`config.mk`:
```
export PLATFORM = sky130hd
export DESIGN_NAME = math_result_fifo
export DESIGN_NICKNAME = d
export VERILOG_FILES = /design/src/rtl/math_result_fifo.sv
export SDC_FILE = /design/constraint.sdc
export NUM_CORES = 1
export LEC_CHECK = 0
export ABC_AREA = 1
export CORE_MARGIN = 10
export CORE_UTILIZATION = 47
export DETAILED_ROUTE_END_ITERATION = 8
export HOLD_SLACK_MARGIN = 0.02
export PLACE_DENSITY = 0.73
export SLEW_MARGIN = 20
export SYNTH_ARGS = -nofsm -noshare
export SYNTH_HDL_FRONTEND = slang
export SYNTH_SLANG_ARGS = --single-unit
```
`constraint.sdc`:
```
create_clock -name clk -period 4 [get_ports clk]
set_input_delay 0.8 -clock clk [delete_from_list [all_inputs] [get_ports clk]]
set_output_delay 0.8 -clock clk [all_outputs]
set_load 0.05 [all_outputs]
```
`src/rtl/math_result_fifo.sv`:
```
// First-word-fall-through result FIFO behind math_expression: absorbs bursts, drops and counts overflow.
// Optional peak-magnitude tracker on peak_q is built only when MATH_FIFO_PEAK_EN is defined.
module math_result_fifo #(
  parameter int W     = 16,
  parameter int DEPTH = 8,
  parameter int AW    = 3,
  localparam int QW   = 2*W+4
) (
  input  logic          clk,
  input  logic          reset,
  input  logic          in_valid,
  input  logic [QW-1:0] in_q,
  input  logic          in_rmd,
  output logic          out_valid,
  input  logic          out_ready,
  output logic [QW-1:0] out_q,
  output logic          out_rmd,
  output logic [AW:0]   count,
  output logic          full,
  output logic          empty,
  output logic          overflow,
  output logic [7:0]    drop_cnt,
  input  logic          ovf_clr,
  output logic [QW-1:0] peak_q
);

  logic [QW:0]   mem [DEPTH];
  logic [AW-1:0] wr_ptr_reg, rd_ptr_reg;
  logic [AW:0]   count_reg;
  logic          overflow_reg;
  logic [7:0]    drop_cnt_reg;
  logic [QW:0]   head;
  logic          push_en, pop_en, drop_en;

  assign empty     = (count_reg == '0);
  assign full      = (count_reg == (AW+1)'(DEPTH));
  assign out_valid = ~empty;
  assign pop_en    = reset & out_valid & out_ready;
  assign push_en   = reset & in_valid & (~full | pop_en);
  assign drop_en   = reset & in_valid & full & ~pop_en;

  // Head is shown directly; masked to zero while empty so stale entries never leak.
  assign head    = mem[rd_ptr_reg];
  assign out_q   = empty ? '0 : head[QW-1:0];
  assign out_rmd = empty ? 1'b0 : head[QW];

  assign count    = count_reg;
  assign overflow = overflow_reg;
  assign drop_cnt = drop_cnt_reg;

  always_ff @(posedge clk) begin
    if (push_en) mem[wr_ptr_reg] <= {in_rmd, in_q};
  end

  // Pointers wrap naturally because DEPTH is a power of two.
  always_ff @(posedge clk) begin
    if (!reset) begin
      wr_ptr_reg <= '0;
      rd_ptr_reg <= '0;
      count_reg  <= '0;
    end else begin
      if (push_en) wr_ptr_reg <= wr_ptr_reg + AW'(1);
      if (pop_en)  rd_ptr_reg <= rd_ptr_reg + AW'(1);
      case ({push_en, pop_en})
        2'b10:   count_reg <= count_reg + (AW+1)'(1);
        2'b01:   count_reg <= count_reg - (AW+1)'(1);
        default: count_reg <= count_reg;
      endcase
    end
  end

  // A drop in the same cycle as a clear takes priority and restarts the tally at one.
  always_ff @(posedge clk) begin
    if (!reset) begin
      overflow_reg <= 1'b0;
      drop_cnt_reg <= '0;
    end else if (drop_en) begin
      overflow_reg <= 1'b1;
      if (ovf_clr)                    drop_cnt_reg <= 8'd1;
      else if (drop_cnt_reg != 8'hFF) drop_cnt_reg <= drop_cnt_reg + 8'd1;
    end else if (ovf_clr) begin
      overflow_reg <= 1'b0;
      drop_cnt_reg <= '0;
    end
  end

`ifdef MATH_FIFO_PEAK_EN
  logic [QW:0]   in_ext, mag_full;
  logic [QW-1:0] mag_sat, peak_reg;

  // One extra bit keeps |most-negative| exact before saturating to the positive maximum.
  always_comb begin
    in_ext   = {in_q[QW-1], in_q};
    mag_full = in_q[QW-1] ? (~in_ext + (QW+1)'(1)) : in_ext;
    if (mag_full[QW] | mag_full[QW-1]) mag_sat = {1'b0, {(QW-1){1'b1}}};
    else                               mag_sat = mag_full[QW-1:0];
  end

  always_ff @(posedge clk) begin
    if (!reset)                                peak_reg <= '0;
    else if (ovf_clr)                          peak_reg <= push_en ? mag_sat : '0;
    else if (push_en && (mag_sat > peak_reg))  peak_reg <= mag_sat;
  end

  assign peak_q = peak_reg;
`else
  assign peak_q = '0;
`endif

endmodule

```
* Word-level counts from Yosys, hierarchy flattened
Memories as Yosys holds them, arrays and structs flattened. A register that Yosys moved wholly into a read port is not among the register bits.
Index checks and enable logic that the tools add are counted.
** Word-level totals
- Logic and storage cells :: 43
- Input bits :: 42
- Output and inout port bits :: 89
- Memories :: 1
- Bits in writable memories :: 296
- Register bits after elaboration :: 19
** Memory list
- mem :: words 8, width 37, rd ports 1, clocked after Yosys merged registers in 1, write ports 1, RTL line 27 : logic [QW:0] mem [DEPTH];
** Cells by class
- Eq/ne operators :: 4
- Bitwise operators :: 10
- Muxes and demuxes :: 13
- Reduce and logical (&&, ||, !) cells :: 5
- $add $sub $neg :: 5
** Operators with widths (count)
- $mux W36 :: 1
- $mux W8 :: 4
- $add A8 B1 Y8 const B :: 1
- $ne A8 B8 Y1 const B :: 1
- $pmux W4 S2 :: 1
- $add A3 B1 Y3 const B :: 2
- $and A1 B1 Y1 :: 6
- $mux W3 :: 2
- $reduce_bool A2 Y1 :: 3
- $mux W1 :: 5
- $add A4 B1 Y4 const B :: 1
- $eq A4 B4 Y1 const B :: 1
- $logic_not A4 Y1 :: 1
- $sub A4 B1 Y4 const B :: 1
- $not A1 Y1 :: 3
- $eq A2 B1 Y1 const B :: 1
- $eq A2 B2 Y1 const B :: 1
- $reduce_and A2 Y1 :: 1
- $or A1 B1 Y1 :: 1

* Longest topological paths before layout
Gate-level depths: netlist of the first run.
- Depth after elaboration :: 8
- Depth in mapped cells :: 13
- Mapped depth without buffers :: 13

* Least setup slack after synthesis of the first run
OpenSTA, ideal clock, no wires.
- Path kind :: flip-flop to flip-flop
- From :: reg count_reg[2] (netlist: count[2])
- To :: mem mem[0][0] (netlist bit), enable pin
- Slack :: 0.555 ns
- Stages on the path, launching flop included :: 9
- Required time :: 3.569 ns
- Arrival :: 3.014 ns
- Setup time :: 0.431 ns
- Clock period less this slack :: 3.445 ns
- Path through :: dfxtp_1 > nor2_1 > nand2_4 > nand2_4 > nand2_1 > nand2_2 > inv_2 > nand2_1 > nor2_1
** On the way
- Longest elaborated chain between the ends :: 8
- Elaborated cells between the ends (all ways) :: 10
** Ends and longest elaborated chain
- start, declared :: RTL line 29 : logic [AW:0] count_reg;
- start signal, assigned :: RTL line 65 : 2'b10: count_reg <= count_reg + (AW+1)'(1);
- start signal, assigned :: RTL line 66 : 2'b01: count_reg <= count_reg - (AW+1)'(1);
- start signal, assigned :: RTL line 67 : default: count_reg <= count_reg;
- $logic_not A4 Y1 :: RTL line 35 : assign empty = (count_reg == '0);
- $not A1 Y1 :: RTL line 37 : assign out_valid = ~empty;
- $and A1 B1 Y1 (2 in series) :: RTL line 38 : assign pop_en = reset & out_valid & out_ready;
- $or A1 B1 Y1 (*) :: RTL line 39 : assign push_en = reset & in_valid & (~full | pop_en);
- $and A1 B1 Y1 (*) :: RTL line 39
- $mux W1 (*) :: RTL line 52 : if (push_en) mem[wr_ptr_reg] <= {in_rmd, in_q};
- $mux W1 (not written as such) (*) :: RTL line 52
- end, declared :: RTL line 27
Mark *: on every way between the ends. The rest lies on a longest branch, timed or not.

==> summary.txt, run 1 <==
Die area: 0.0345 mm^2
Critical Path RT: 3.20 ns
Top-area cell type share of the netlist area: 0.688
Switching part of the total power: 0.289
Synth warn: 0
Relative slew slack: 0.538
RSZ-0062 raised after global routing: no
Dpl hpwl: 16000 um
Final Skew: 0.0244 ns
Max-slew violations: 0
First-pass GRT wire length: 45600 um
Most frequent CP cell: o21ai_0
Tmin final: 3.72 ns
Worst Hold Path EP: overflow
Max stage delay on crit path: 0.87 ns
Yosys reg bits: 318
Psw: 2.41 mW
Max_cap viols: 0
Worst path depth: 6
Detail Route Antenna Nets: 0
Hold_sp: overflow
CTS tree: built
Slew @ Worst Pin: 0.692 ns
Reg2Reg Setup Slack: 1.12 ns
Die span in y: 186 um
Setup TNS: 0 ns
Final setup violation count: 0
Hold Path Depth: 2
All-layer global routing usage: 0.168
Slowest library cell on the worst path: clkdlybuf4s50_1
Mapped cell area: 0.0129 mm^2
Commonest non-fill, non-tap cell in the layout: edfxtp_1
Crit Reg-Reg Startpoint: count[0]
Clk_lat worst skew: 0.51 ns
Sequential Power Share: 0.446
CTS max path bufs: 3
Final non-filler cell total: 1516
# resized after CTS: 0
Buf/Inv on CP: 2
Vias: 8341
CTS root buf: clkbuf_16
Area Overhead vs Synth: 17.9%
IO buf count: 94
H-Tree Depth: 2
Top post-synthesis cells by area: edfxtp_1, o21ai_0, nor2_1
Hold Buf Count CTS: 0
Via-to-Cell Ratio: 5.50
Int Power: 5.93 mW
Initial antenna violation count: 2
Synthesized instance count: 1059
Power Dens Cells: 548 mW/mm^2
Worst setup SP type: register
Vias in the first global route: 8303
Endpoints failing hold: 0
Clock power share: 0.363
Num rows: 60
Seq/Total Area, Yosys: 0.722
First-pass DRT Iterations: 5
Gpl congestion: 0.821
Largest net degree at the start of global routing: 117
Die Width: 186 um
DR DRC count: 0
Clock sinks: 318
Worst R2R Path Depth: 10
Critical register-to-register path endpoint: mem[0][31]
CP max FO: 34
Final WL: 29300 um
Yosys cell types: 32
Peak Freq: 269 MHz
CP endpoint kind: output pin
Worst vdd ir: 0.338 mV
Number of buffers created by CTS: 35
Critical Path AT: 2.92 ns
Layout cells sized above 1: 0.102
Wirelength per Cell: 19.3 um
Placed cells: 1456
Area leader, netlist: edfxtp_1
Part of the cycle the worst path needs: 0.931
Setup Fix Bufs, Post-CTS: 0
Synthesized area per cell: 12.2 um^2
CP Class: register to output pin
Most frequent cells in the layout: edfxtp_1, nor2_1, o21ai_0, clkdlybuf4s50_1, nand2_1
Worst path cell trace: inv_2 -> o21ai_0 -> o22ai_1 -> o21ai_0 -> a31oi_1 -> clkdlybuf4s50_1
Status: completed
Gate power share: 0.191
Worst min-delay path class: register to register
Core box area: 0.0270 mm^2
Worst-path clk slew: 0.06 ns
GRT Residual Overflow: 0
Initial drt markers: 719
Leak pwr: 5.24 nW
Crit-path leading delay family: buffers and inverters
Net count, final: 1198
Starting density of the core: 0.478
Max reg flops: 296
I/O pin cnt: 131
==> how the worst max path moves through the flow <==
stage                            to  startpoint  slack [ns]
after floorplan           mem[0][0]    count[2]        0.55
after detailed placement  out_q[25]    register        0.80
final                     out_q[35]    register        0.28
after global placement    out_q[35]    register        0.82
after CTS                 out_q[25]    register        0.26
after global routing       out_q[5]    register        0.04
==> routing by layer <==
layer  track usage  share of wire  wire length, um
met1         0.217           0.41            12100
met3        0.0448          0.095             2770
met5             0        0.00068               20
met4        0.0568          0.025              719
met2         0.271           0.47            13700
==> layout make-up <==
type | count | area, um^2
inverters | 36 | 138
clock buffers | 41 | 898
diodes | 1 | 2.50
well taps | 341 | 427
fillers | 2163 | 11800
flip-flops and latches | 318 | 9330
multi-input cells | 643 | 3090
repair buffers | 118 | 1170
clock inverters | 18 | 170
==> metrics by stage <==
| stage | utilization | setup WS, ns | cell area [um^2] | total power [mW] | hold slack (ns) |
|---|---|---|---|---|---|
| 2_1_floorplan | - | 0.555 | 13100 | 4.91 | 0.433 |
| 3_3_place_gp | 0.524 | 0.819 | 14200 | 5.36 | 0.450 |
| 3_5_place_dp | 0.524 | 0.803 | 14200 | 5.39 | 0.445 |
| 4_1_cts | 0.563 | 0.259 | 15200 | 8.40 | 0.465 |
| 5_1_grt | 0.563 | 0.0399 | 15200 | 8.66 | 0.507 |
| 6_report | 0.563 | 0.277 | 15200 | 8.34 | 0.462 |
==> Yosys cell counts <==
cell / instances
conb_1: 1
ha_1: 4
nor3_2: 1
clkbuf_1: 34
nand4_1: 8
inv_2: 5
o21ai_0: 181
nor2_2: 2
o21bai_2: 1
buf_1: 3
o211ai_1: 1
nand2_1: 46
nand3_2: 1
nand2_4: 2
o22ai_1: 37
nor3_1: 2
edfxtp_1: 296
inv_1: 31
a31oi_1: 37
buf_4: 45
a21o_1: 1
buf_2: 14
buf_6: 1
nand3_4: 1
nand2_2: 4
nor2_1: 240
nor4_4: 1
a21oi_1: 11
xor2_1: 3
o21ai_1: 10
dfxtp_1: 22
nand3_1: 13
==> power by group through the flow <==
stage,logic [mW],clock network [mW],registers [mW]
3_5_place_dp,1.60,0,3.79
4_1_cts,1.60,3.08,3.72
5_1_grt,1.72,3.21,3.73
3_3_place_gp,1.57,0,3.79
6_report,1.59,3.02,3.72
2_1_floorplan,1.11,0,3.81
==> worst reg2reg max path, stage by stage (launching register included) <==
cell and delay, ns:
dfxtp_1 0.52, nor2_2 0.10, nand2_4 0.38, buf_4 0.32, nand2_4 0.10, nand2_1 0.11, nand2_2 0.09, inv_2 0.07
nand2_1 0.24, nor2_4 0.17, buf_4 0.41
==> logic make-up after synthesis <==
kind of cell	count (synthesis)	synth area share
flip-flops	318	0.722
buffers and inverters	133	0.0537
AND/OR/NAND/NOR	321	0.102
other	1	0.000290
AO/OA/AOI/OAI	279	0.116
adder cells (fa/ha/maj)	4	0.00387
XOR/XNOR	3	0.00203
No activity file was read; power rests on OpenSTA's default activity.
==> run 2: changes to the inputs <==
Settings changed: CTS_CLUSTER_DIAMETER set to 50.
==> summary.txt, run 2 (synthesis gave the netlist of run 1 again) <==
Clock sinks: 318 (unchanged)
Wirelength per Cell: 19.3 um (-0.27%)
Worst-path clk slew: 0.06 ns (about the same)
Gpl congestion: 0.821 (unchanged)
Largest net degree at the start of global routing: 117 (unchanged)
Detail Route Antenna Nets: 0 (unchanged)
Worst setup SP type: register
Layout cells sized above 1: 0.108 (+0.00560)
Die span in y: 186 um (unchanged)
Max_cap viols: 0 (unchanged)
Final Skew: 0.0355 ns (+0.0111 ns)
Endpoints failing hold: 0 (unchanged)
Max-slew violations: 0 (unchanged)
Starting density of the core: 0.478 (unchanged)
Worst vdd ir: 0.226 mV (-33%)
Net count, final: 1198 (unchanged)
Critical Path AT: 2.92 ns (about the same)
CTS max path bufs: 3 (unchanged)
Worst min-delay path class: register to register
Setup TNS: 0 ns (unchanged)
Setup Fix Bufs, Post-CTS: 0 (unchanged)
Number of buffers created by CTS: 35 (unchanged)
Slew @ Worst Pin: 0.700 ns (+0.00797 ns)
Num rows: 60 (unchanged)
CTS root buf: clkbuf_16
Final WL: 29300 um (about the same)
H-Tree Depth: 2 (unchanged)
Tmin final: 3.72 ns (+0.00182 ns)
CP max FO: 34 (unchanged)
GRT Residual Overflow: 0 (unchanged)
Clk_lat worst skew: 0.53 ns (+0.02 ns)
Area Overhead vs Synth: 18.1%
First-pass GRT wire length: 45600 um (about the same)
Max reg flops: 296 (unchanged)
Status: completed
CP endpoint kind: output pin
Vias in the first global route: 8313 (+0.12%)
# resized after CTS: 0 (unchanged)
Most frequent cells in the layout: edfxtp_1, nor2_1, o21ai_0, clkdlybuf4s50_1, nand2_1
Die Width: 186 um (unchanged)
Part of the cycle the worst path needs: 0.931 (about the same)
CTS tree: built
First-pass DRT Iterations: 5 (unchanged)
Core box area: 0.0270 mm^2 (unchanged)
Relative slew slack: 0.532 (-0.00532)
Peak Freq: 268 MHz (about the same)
Die area: 0.0345 mm^2 (unchanged)
Dpl hpwl: 16000 um (unchanged)
DR DRC count: 0 (unchanged)
RSZ-0062 raised after global routing: no
Initial antenna violation count: 2 (unchanged)
Layout Utilization: 0.564 (+0.000926)
Vias: 8385 (+0.53%)
Commonest non-fill, non-tap cell in the layout: edfxtp_1
I/O pin cnt: 131 (unchanged)
Initial drt markers: 783 (+8.9%)
All-layer global routing usage: 0.169 (+0.000625)
CP Class: register to output pin
Power Dens Cells: 547 mW/mm^2 (about the same)
IO buf count: 94 (unchanged)
Critical Path RT: 3.20 ns (about the same)
Leak pwr: 5.25 nW (+0.22%)
Final Power: 8.35 mW (about the same)
Hold Buf Count CTS: 0 (unchanged)
Worst Hold Margin: 0.462 ns (-0.00000100 ns)
Via-to-Cell Ratio: 5.52 (+0.26%)
Final setup violation count: 0 (unchanged)
==> run 2: cell count changes in the layout (fill, tap and decap cells not counted) <==
cell | previous run | this run
clkinv_1 | 8 | 6
clkbuf_8 | 0 | 1
inv_8 | 0 | 1
clkinv_2 | 3 | 6
bufinv_16 | 3 | 1
clkinv_4 | 1 | 2
clkbuf_1 | 6 | 5
clkbuf_16 | 35 | 36
clkinv_8 | 0 | 1
inv_6 | 3 | 2
clkinvlp_4 | 0 | 2
==> run 2: layout make-up <==
type	instances	area [um^2]
clock inverters	21	160
fillers	2155	11800
inverters	36	138
repair buffers	118	1170
multi-input cells	643	3090
well taps	341	427
flip-flops and latches	318	9330
diodes	1	2.50
clock buffers	42	933
==> run 2: worst max-delay path: stages (launching register included) <==
cell and delay [ns]:
dfxtp_2 0.34, inv_2 0.49, o21ai_0 0.19, o22ai_1 0.15, o21ai_0 0.10, a31oi_1 0.27, clkdlybuf4s50_1 0.87
==> run 2: power breakdown <==
group          internal (mW)  leakage [nW]  switching (mW)  total, mW
logic                  0.440          1.86            1.15       1.59
registers               3.69          2.85          0.0285       3.72
clock network           1.75         0.534            1.28       3.03
==> run 2: per-stage QoR <==
step | cells | area (um^2) | setup slack, ns
floorplan | 1094 | 13100 | 0.555
global placement | 1456 | 14200 | 0.819
detailed placement | 1456 | 14200 | 0.803
CTS | 1519 | 15200 | 0.236
global route | 1519 | 15200 | 0.0337
finish | 1520 | 15300 | 0.275
==> run 2: routing by layer <==
metal / wire, um / vias up / share of wire / track usage
met5: 20 / - / 0.00068 / 0
met3: 2700 / 55 / 0.092 / 0.0456
met2: 13800 / 346 / 0.47 / 0.272
met1: 12100 / 4044 / 0.41 / 0.215
li1: - / 3938 / - / -
met4: 680 / 2 / 0.023 / 0.0626
==> run 2: path summary, 6_finish.rpt <==
path                                   end  cells past startpoint  slack, ns     start
worst max-delay path             out_q[35]                      6       0.28  register
worst min-delay path              overflow                      2       0.46  overflow
worst max register to register  mem[0][33]                     10       1.13  count[0]
worst min register to register    overflow                      2       0.46  overflow
